`src/rtl/cpu_pkg.sv`:
```
// Shared CPU constants: M-stage access types, data-bus sizes and
// the data-memory controller state encoding.
package cpu_pkg;

  localparam logic [1:0] MT_WORD = 2'b00;
  localparam logic [1:0] MT_HALF = 2'b01;
  localparam logic [1:0] MT_BYTE = 2'b10;

  localparam logic [2:0] MSIZE1 = 3'd0;
  localparam logic [2:0] MSIZE2 = 3'd1;
  localparam logic [2:0] MSIZE4 = 3'd2;

  typedef enum logic [1:0] {
    IDLE,
    ADDR,
    DATA,
    HOLD
  } dmem_state_t;

endpackage

```
`src/rtl/dmem_load_ext.sv`:
```
// Load data extraction: lane select from the raw bus word and
// sign/zero extension for byte and half loads.
module dmem_load_ext
  import cpu_pkg::*;
(
  input  logic [31:0] raw,
  input  logic [1:0]  addr_lo,
  input  logic [1:0]  m_type,
  input  logic        m_unsigned,
  output logic [31:0] rdata
);

  logic [31:0] sh;

  always_comb begin
    sh = raw >> {addr_lo, 3'b000};
    case (m_type)
      MT_BYTE: rdata = m_unsigned ? {24'd0, sh[7:0]}
                                  : {{24{sh[7]}}, sh[7:0]};
      MT_HALF: rdata = m_unsigned ? {16'd0, sh[15:0]}
                                  : {{16{sh[15]}}, sh[15:0]};
      default: rdata = raw;
    endcase
  end

endmodule

```
`src/rtl/dmem_ctrl.sv`:
```
// M-stage data-memory controller with request/response bus handshake.
// Optional counters enabled by defining DMEM_CTRL_STAT_EN.
module dmem_ctrl
  import cpu_pkg::*;
(
  input  logic        clk,
  input  logic        reset,
  input  logic        m_valid,
  input  logic        m_read,
  input  logic        m_write,
  input  logic [1:0]  m_type,
  input  logic        m_unsigned,
  input  logic [31:0] m_addr,
  input  logic [31:0] m_wdata,
  input  logic        m_exc,
  input  logic        m_advance,
  input  logic        flush,
  output logic        dreq_valid,
  output logic [31:0] dreq_addr,
  output logic [2:0]  dreq_size,
  output logic [3:0]  dreq_strobe,
  output logic [31:0] dreq_data,
  input  logic        dresp_addr_ok,
  input  logic        dresp_data_ok,
  input  logic [31:0] dresp_data,
  output logic        stall,
  output logic [31:0] rdata
`ifdef DMEM_CTRL_STAT_EN
  ,
  output logic [31:0] stat_access_cnt,
  output logic [31:0] stat_stall_cnt
`endif
);

  dmem_state_t state_q, state_d;
  logic        abort_q, abort_d;
  logic [31:0] addr_q, addr_d;
  logic [31:0] wdata_q, wdata_d;
  logic [31:0] rdata_q, rdata_d;
  logic [3:0]  strobe_q, strobe_d;
  logic [2:0]  size_q, size_d;
  logic [1:0]  type_q, type_d;
  logic        uns_q, uns_d;
  logic        read_q, read_d;

  logic        trigger;
  logic        done;
  logic        abort_now;
  logic [31:0] ext_data;

  assign trigger = m_valid & (m_read | m_write)
                 & ~m_exc & ~flush;

  dmem_load_ext u_ext (
    .raw        (dresp_data),
    .addr_lo    (addr_q[1:0]),
    .m_type     (type_q),
    .m_unsigned (uns_q),
    .rdata      (ext_data)
  );

  always_ff @(posedge clk) begin
    if (reset) begin
      state_q  <= IDLE;
      abort_q  <= 1'b0;
      addr_q   <= '0;
      wdata_q  <= '0;
      rdata_q  <= '0;
      strobe_q <= '0;
      size_q   <= '0;
      type_q   <= '0;
      uns_q    <= 1'b0;
      read_q   <= 1'b0;
    end else begin
      state_q  <= state_d;
      abort_q  <= abort_d;
      addr_q   <= addr_d;
      wdata_q  <= wdata_d;
      rdata_q  <= rdata_d;
      strobe_q <= strobe_d;
      size_q   <= size_d;
      type_q   <= type_d;
      uns_q    <= uns_d;
      read_q   <= read_d;
    end
  end

  always_comb begin
    state_d   = state_q;
    abort_d   = abort_q;
    addr_d    = addr_q;
    wdata_d   = wdata_q;
    rdata_d   = rdata_q;
    strobe_d  = strobe_q;
    size_d    = size_q;
    type_d    = type_q;
    uns_d     = uns_q;
    read_d    = read_q;
    done      = 1'b0;
    abort_now = abort_q | flush;
    unique case (state_q)
      IDLE: begin
        if (trigger) begin
          state_d = ADDR;
          abort_d = 1'b0;
          addr_d  = m_addr;
          type_d  = m_type;
          uns_d   = m_unsigned;
          read_d  = m_read;
          case (m_type)
            MT_BYTE: begin
              size_d   = MSIZE1;
              strobe_d = 4'b0001 << m_addr[1:0];
              wdata_d  = {4{m_wdata[7:0]}};
            end
            MT_HALF: begin
              size_d   = MSIZE2;
              strobe_d = 4'b0011 << {m_addr[1], 1'b0};
              wdata_d  = {2{m_wdata[15:0]}};
            end
            default: begin
              size_d   = MSIZE4;
              strobe_d = 4'b1111;
              wdata_d  = m_wdata;
            end
          endcase
          if (m_read) strobe_d = 4'b0000;
        end
      end
      ADDR: begin
        abort_d = abort_now;
        if (dresp_addr_ok & dresp_data_ok) done = 1'b1;
        else if (dresp_addr_ok) state_d = DATA;
      end
      DATA: begin
        abort_d = abort_now;
        if (dresp_data_ok) done = 1'b1;
      end
      HOLD: begin
        if (m_advance | flush) state_d = IDLE;
      end
      default: state_d = IDLE;
    endcase
    // an aborted access still finishes on the bus, then vanishes
    if (done) begin
      state_d = abort_now ? IDLE : HOLD;
      abort_d = 1'b0;
      if (~abort_now & read_q) rdata_d = ext_data;
    end
  end

  always_comb begin
    dreq_valid  = (state_q == ADDR);
    dreq_addr   = addr_q;
    dreq_size   = size_q;
    dreq_strobe = strobe_q;
    dreq_data   = wdata_q;
    rdata       = rdata_q;
    stall       = (state_q == ADDR) | (state_q == DATA)
                | ((state_q == IDLE) & trigger);
  end

`ifdef DMEM_CTRL_STAT_EN
  logic [31:0] acc_cnt_q, acc_cnt_d;
  logic [31:0] stl_cnt_q, stl_cnt_d;

  always_comb begin
    acc_cnt_d = acc_cnt_q + {31'd0, done & ~abort_now};
    stl_cnt_d = stl_cnt_q + {31'd0, stall};
  end

  always_ff @(posedge clk) begin
    if (reset) begin
      acc_cnt_q <= '0;
      stl_cnt_q <= '0;
    end else begin
      acc_cnt_q <= acc_cnt_d;
      stl_cnt_q <= stl_cnt_d;
    end
  end

  assign stat_access_cnt = acc_cnt_q;
  assign stat_stall_cnt  = stl_cnt_q;
`endif

endmodule

```
`config.mk`:
```
export PLATFORM = sky130hd
export DESIGN_NAME = dmem_ctrl
export DESIGN_NICKNAME = d
export VERILOG_FILES = /design/src/rtl/cpu_pkg.sv /design/src/rtl/dmem_load_ext.sv /design/src/rtl/dmem_ctrl.sv
export SDC_FILE = /design/constraint.sdc
export NUM_CORES = 1
export LEC_CHECK = 0
export ABC_AREA = 0
export CORE_MARGIN = 2
export CORE_UTILIZATION = 30
export CTS_CLUSTER_DIAMETER = 200
export DETAILED_ROUTE_END_ITERATION = 6
export HOLD_SLACK_MARGIN = 0.1
export PLACE_DENSITY = 0.56
export SYNTH_ARGS = -nofsm -noshare
export SYNTH_HDL_FRONTEND = slang
export SYNTH_SLANG_ARGS = --single-unit
```
`constraint.sdc`:
```
create_clock -name clk -period 2.3 [get_ports clk]
set_input_delay 0.46 -clock clk [delete_from_list [all_inputs] [get_ports clk]]
set_output_delay 0.46 -clock clk [all_outputs]
set_load 0.03 [all_outputs]
```
==> run summary, run 1 <==
outcome = finished clean
Top Family by Delay on Critical Path = buffers and inverters
number of global-route vias before repair = 4865
Initial Util = 31.0%
largest net degree at the start of global routing = 69
CP Buf/Inv Count = 2
Die Y = 132 µm
Place WS = 0.0661 ns
VDD IR max = 0.000424 V
Worst-Margin Slew = 0.715 ns
num ports = 214
# hold bufs at CTS = 0
Max clock buf depth = 2
WL final = 16.9 mm
n_diodes = 0
Gate Count Post-Synth = 613
Syn-to-layout area delta = 55.4%
DP HPWL = 12.4 mm
Critical Path Start Type = input pin
Reg clk slew, reported paths = 0.07 ns
post-synth top area share = 44.1%
# clock sinks = 109
initial antenna violation count = 0
Die Area = 0.0176 mm²
layout cells sized above 1 = 6.32%
CP max-delay cell = clkdlybuf4s50_1
register area = 0.00218 mm²
Final Setup Violations = 0
register area share after synthesis = 44.1%
IO Port Bufs = 212
Pins Over Slew Limit = 0
CP endpoint kind = primary output
GPL Wtd Cong = 0.870
post-synth top area cell = dfxtp_1
CTS resizes = 0
CTS tree = built
Max Freq = 0.479 GHz
Clock Latency Late Sink = 0.35 ns
Worst path max stage delay = 0.49 ns
core box area = 0.0160 mm²
#FFs+latches synth = 109
Max Cap Viol = 0
DRC Markers = 0
yosys warns = 0
cell row count = 46
area of the multi-input gates = 0.00248 mm²
asr flop ratio synth = 0%
root buffer cell = clkbuf_16
Global Route Usage Sum = 18.8%
drt wl/cell = 16.5 µm
Pre-Repair DR Iteration Count = 4
Vias/cell = 4.98
final hold viol count = 0
HP Class = reg -> reg
grt ovf = 0
CP arrival = 1.63 ns
number of flops mapped to enable cells by yosys = 0
Power Density = 630 mW/mm²
Post-Synthesis Cell Area = 0.00495 mm²
H-tree levels = 3
Vias = 5098
synth top area cells = dfxtp_1, nand2_1, a21oi_1
DR iter-0 viols = 394
DIE WIDTH = 132 µm
RSZ-0062 raised after global routing = false
setup TNS = 0 ns
clock skew = 0.00898 ns
fin crit share = 90.7%
post-synth net total = 732
Num CTS Buffers = 9
global-route wire length before repair = 26.6 mm
fill count = 1592
Main synth FF type = dfxtp_1
worst-path cell chain = clkdlybuf4s50_1 > nor3b_1 > nand3b_1 > nand2b_1 > buf_4
P_leak = 2.63 nW
Unique masters post-synth = 41
CP required = 1.84 ns
Setup CP Type = in -> out
syn_area_per_cell = 8.08 µm²
Slew headroom = 52.3%
setup bufs post-CTS = 0
worst setup margin = 0.214 ns
final net count = 921
Tmin final = 2.09 ns
Max FO, Critical Path = 5
final antenna-violating net count = 0
synthesized netlist by cell type, types with 7 or more instances:
| master | instances |
|---|---|
| o2bb2ai_1 | 7 |
| a311oi_1 | 17 |
| buf_2 | 9 |
| a21oi_1 | 69 |
| ha_1 | 10 |
| a22o_1 | 8 |
| o41ai_1 | 8 |
| inv_1 | 11 |
| nor2_1 | 47 |
| nand3b_1 | 10 |
| dfxtp_1 | 109 |
| nand2_1 | 133 |
| clkbuf_1 | 42 |
| nor3_1 | 8 |
| nand3_1 | 35 |
| mux2i_1 | 21 |
| a31oi_1 | 17 |
| a221oi_1 | 8 |
| o21ai_0 | 8 |
| a211oi_1 | 8 |
power by group:
part	total [mW]	leakage, nW	switching, mW	internal [mW]
logic	1.03	1.59	0.556	0.471
clock network	1.82	0.165	0.723	1.09
registers	2.01	0.881	0.0463	1.96
flip-flops by register name (all words and copies together) (netlist names), 2 cells and up:
register	count
type_q	2
dreq_data	32
dreq_size	2
rdata	32
dreq_strobe	4
state_q	2
dreq_addr	32
area by class of cell:
class,count,share of cell area (%)
Sequential cell,109,28.3
Tap cell,216,3.51
Clock buffer,10,3.10
Multi-Input combinational cell,436,32.3
Inverter,12,0.585
Clock inverter,6,1.43
Timing Repair Buffer,234,30.8
cells in the final DEF, fill, tap and decap left out, types with 3 or more instances in the layout:
cell	count
bufinv_16	3
clkbuf_16	9
dfxtp_1	109
buf_12	7
mux2_2	3
o21ai_0	8
a211oi_1	8
a31oi_1	17
nor3_1	8
a221oi_1	8
nor2b_1	3
mux2i_1	21
buf_4	18
ha_1	10
nor2_1	47
a21oi_1	69
o41ai_1	8
nand2_1	133
nand3_1	35
inv_1	11
clkdlybuf4s50_1	208
a22o_1	8
nand3b_1	10
a311oi_1	17
o2bb2ai_1	7
kinds of logic after synthesis:
family | after synthesis | share of synthesized area (%)
AND/OR/NAND/NOR | 243 | 21.0
adder cells (fa/ha/maj) | 10 | 2.53
buffers and inverters | 68 | 5.83
multiplexers | 25 | 5.38
flip-flops | 109 | 44.1
other | 1 | 0.0757
AO/OA/AOI/OAI | 157 | 21.1
per-layer routing:
layer	vias up	wire, µm	track usage (%)
met5	-	0	0
met4	0	226	4.78
met3	14	1200	5.75
met2	185	7920	30.7
met1	2374	7550	24.1
li1	2525	-	-
final timing paths:
check / cells past startpoint / start / to / slack (ns)
worst max-delay path: 5 / flush / stall / 0.21
worst min-delay path: 2 / dreq_addr[23]$_SDFFE_PP0P_ / dreq_addr[23]$_SDFFE_PP0P_ / 0.45
worst max register to register: 7 / state_q[0]$_SDFFE_PP0P_ / rdata[6]$_SDFFE_PP0P_ / 0.34
worst min register to register: 2 / dreq_addr[23]$_SDFFE_PP0P_ / dreq_addr[23]$_SDFFE_PP0P_ / 0.45
worst register-to-register path, cell delays in order (launching register included):
cell      delay, ns
dfxtp_1        0.39
inv_1          0.10
ha_1           0.36
and4bb_2       0.28
nand3_1        0.14
buf_12         0.19
a221oi_1       0.26
nor3_1         0.09
per-stage QoR:
step / utilization, % / instance area [µm²] / power (mW) / hold WS, ns / std cells
6_report: 48.1 / 7700 / 4.85 / 0.452 / 1023
3_3_place_gp: 45.9 / 7350 / 3.06 / 0.442 / 1007
4_1_cts: 48.1 / 7700 / 4.90 / 0.455 / 1023
3_5_place_dp: 45.9 / 7350 / 3.08 / 0.446 / 1007
2_1_floorplan: - / 4950 / 2.58 / 0.436 / 613
5_1_grt: 48.1 / 7700 / 5.06 / 0.470 / 1023
Note: power is estimated with default switching activity, not from simulation.
==> run 2: changes to the inputs <==
--- a/config.mk
+++ b/config.mk
@@ -11,7 +11,8 @@
 export CTS_CLUSTER_DIAMETER = 200
 export DETAILED_ROUTE_END_ITERATION = 6
 export HOLD_SLACK_MARGIN = 0.1
-export PLACE_DENSITY = 0.56
+export PLACE_DENSITY = 0.55
 export SYNTH_ARGS = -nofsm -noshare
 export SYNTH_HDL_FRONTEND = slang
+export SYNTH_HIERARCHICAL = 1
 export SYNTH_SLANG_ARGS = --single-unit
==> run summary, run 2 <==
outcome = finished clean
Pins Over Slew Limit = 0 (unchanged)
drt wl/cell = 15.7 µm (-4.7%)
Pre-Repair DR Iteration Count = 4 (unchanged)
Max Cap Viol = 0 (unchanged)
yosys warns = 6 (+6)
Tmin final = 2.20 ns (+0.114 ns)
final hold viol count = 0 (unchanged)
Worst R2R Path Depth = 6 (-1)
Slew headroom = 54.5% (+2.2 points)
IO Port Bufs = 212 (unchanged)
Gate Count Post-Synth = 660 (+7.7%)
Setup CP Type = reg -> out
Worst Setup SP = state_q[1]$_SDFFE_PP0P_
mux cell area share after synthesis = 8.13% (+2.8 points)
cell row count = 48 (+4.3%)
Final Setup Violations = 0 (unchanged)
cell with the most instances after synthesis = nand2_1
fill count = 1712 (+7.5%)
Min Hold Slack = 0.456 ns (+0.00337 ns)
Die Area = 0.0184 mm² (+4.8%)
Worst path max stage delay = 0.71 ns (+0.22 ns)
Max Freq = 0.455 GHz (-5.2%)
HP Class = reg -> reg
Max clock buf depth = 2 (unchanged)
H-tree levels = 3 (unchanged)
commonest cells after routing, fill and taps aside = clkdlybuf4s50_1, nand2_1, dfxtp_1, a21oi_1, nor2_1
Power Density = 602 mW/mm² (-4.4%)
CTS resizes = 0 (unchanged)
core box area = 0.0171 mm² (+7.0%)
setup bufs post-CTS = 0 (unchanged)
HP Start = dreq_addr[5]$_SDFFE_PP0P_
setup TNS = 0 ns (unchanged)
# clock sinks = 109 (unchanged)
asr flop ratio synth = 0% (unchanged)
clock skew = 0.0101 ns (+0.00114 ns)
RSZ-0062 raised after global routing = false
CP arrival = 1.74 ns (+0.11 ns)
# hold bufs at CTS = 0 (unchanged)
register area share after synthesis = 42.0% (-2.1 points)
simple logic cell fraction of the synthesized area = 24.1% (+3.1 points)
syn_area_per_cell = 7.88 µm² (-2.5%)
synth top area cells = dfxtp_1, nand2_1, mux2i_1
FF-to-FF setup slack = 0.24 ns (-0.10 ns)
Post-Synthesis Cell Area = 0.00520 mm² (+5.0%)
CTS tree = built
#FFs+latches synth = 109 (unchanged)
number of flops mapped to enable cells by yosys = 0 (unchanged)
final net count = 971 (+5.4%)
Num CTS Buffers = 9 (unchanged)
final antenna-violating net count = 0 (unchanged)
Adder-Cell Fraction of Synth Area = 2.41% (-0.12 points)
post-synth top area share = 42.0% (-2.1 points)
CP endpoint kind = primary output
Max FO, Critical Path = 5 (unchanged)
num ports = 214 (unchanged)
Syn-to-layout area delta = 50.9%
Worst-Margin Slew = 0.680 ns (-0.0356 ns)
DIE WIDTH = 136 µm (+2.4%)
Main synth FF type = dfxtp_1
Reg2Reg Launch Point = type_q[0]$_SDFFE_PP0P_
Critical Path Start Type = register
largest family of logic cells by synthesized area = simple AND/OR/NAND/NOR gates
global-route wire length before repair = 26.6 mm (about the same)
Reg clk slew, reported paths = 0.07 ns (about the same)
Vias/cell = 4.85 (-2.8%)
root buffer cell = clkbuf_16
DRC Markers = 0 (unchanged)
VDD IR max = 0.000358 V (-16%)
grt ovf = 0 (unchanged)
number of global-route vias before repair = 5097 (+4.8%)
Global Route Usage Sum = 18.4% (-0.37 points)
DR iter-0 viols = 239 (-39%)
grt met1 use = 22.4% (-1.7 points)
post-synth net total = 779 (+6.4%)
Initial Util = 30.4% (-0.58 points)
n_diodes = 0 (unchanged)
Compound-Gate Fraction of Synth Area = 16.9% (-4.2 points)
CP required = 1.84 ns (about the same)
initial antenna violation count = 1 (+1)
DP HPWL = 12.6 mm (+1.8%)
fin crit share = 95.7% (+4.9 points)
post-synth top area cell = dfxtp_1
Unique masters post-synth = 46 (+12%)
Post-Synth XOR/XNOR Area = 0% (unchanged)
Clock Latency Late Sink = 0.35 ns (about the same)
WL final = 17.0 mm (+0.75%)
most common cell after layout, fill and taps aside = clkdlybuf4s50_1
gr busiest metal = met2
synth cell count leaders = nand2_1, dfxtp_1, a21oi_1
Die Y = 136 µm (+2.4%)
GPL Wtd Cong = 0.822 (-5.5%)
worst-path cell chain = inv_1 > ha_1 > clkdlybuf4s50_1
GRT met3 Usage = 6.81% (+1.1 points)
P_leak = 2.80 nW (+6.5%)
Vias = 5238 (+2.7%)
layout cells sized above 1 = 5.26% (-1.1 points)
hold path cells = 2 (unchanged)
met2 usage = 30.2% (-0.55 points)
largest net degree at the start of global routing = 56 (-19%)
CP max-delay cell = clkdlybuf4s50_1
-- run 2: cell types whose count changed after synthesis, sizes merged, moves of 10 or more --
| cell | change |
|---|---|
| nand3 | -12 |
| mux2i | +20 |
| nand2 | +38 |
| nor2b | +13 |
| clkbuf | -15 |
| buf | +10 |
-- run 2: logic make-up after synthesis --
| group | count (synthesis) |
|---|---|
| compound gates | 141 |
| fa+ha+maj | 10 |
| buf+inv | 69 |
| flops | 109 |
| mux | 41 |
| other cells | 1 |
| simple gates | 289 |
-- run 2: final timing paths --
kind,end
worst max-delay path,dreq_valid
worst min-delay path,dreq_addr[5]$_SDFFE_PP0P_
worst max register to register,rdata[7]$_SDFFE_PP0P_
worst min register to register,dreq_addr[5]$_SDFFE_PP0P_
-- run 2: worst max-delay path, delay by kind of cell (launching register included) --
family / cells / cell delay, ns
buf+inv: 2 / 0.82
flops: 1 / 0.34
fa+ha+maj: 1 / 0.23
-- run 2: final cells by class --
class                      instances  area [µm²]  area share [%]
clock inverter                     3        47.5           0.606
tap                              225         282            3.59
sequential                       109        2180            27.8
clock buffer                      12         236            3.01
timing repair buffer             232        2340            29.8
multi-input combinational        482        2690            34.3
inverter                          18        67.6           0.861
-- run 2: per-layer routing --
| metal | part of all wire [%] | vias to the layer above | wire (µm) |
|---|---|---|---|
| li1 | - | 2610 | - |
| met1 | 42 | 2443 | 7070 |
| met2 | 48 | 172 | 8210 |
| met3 | 9.4 | 11 | 1600 |
| met4 | 0.79 | 2 | 135 |
| met5 | 0.071 | - | 12 |
-- run 2: metrics by stage --
step           power, mW  worst slack, ns  utilization, %  std cells  instance area (µm²)
2_1_floorplan       2.69            0.356               -        660                 5200
3_3_place_gp        3.20           0.0855            44.2       1066                 7560
3_5_place_dp        3.22           0.0344            44.2       1066                 7560
4_1_cts             4.80           0.0756            45.8       1081                 7850
5_1_grt             4.97          0.00724            45.8       1081                 7850
6_report            4.72            0.100            45.8       1081                 7850
-- run 2: power breakdown --
part	internal [mW]	switching, mW	total [mW]
clock	0.846	0.702	1.55
combinational	0.522	0.634	1.16
sequential	1.96	0.0552	2.02
total	3.33	1.39	4.72
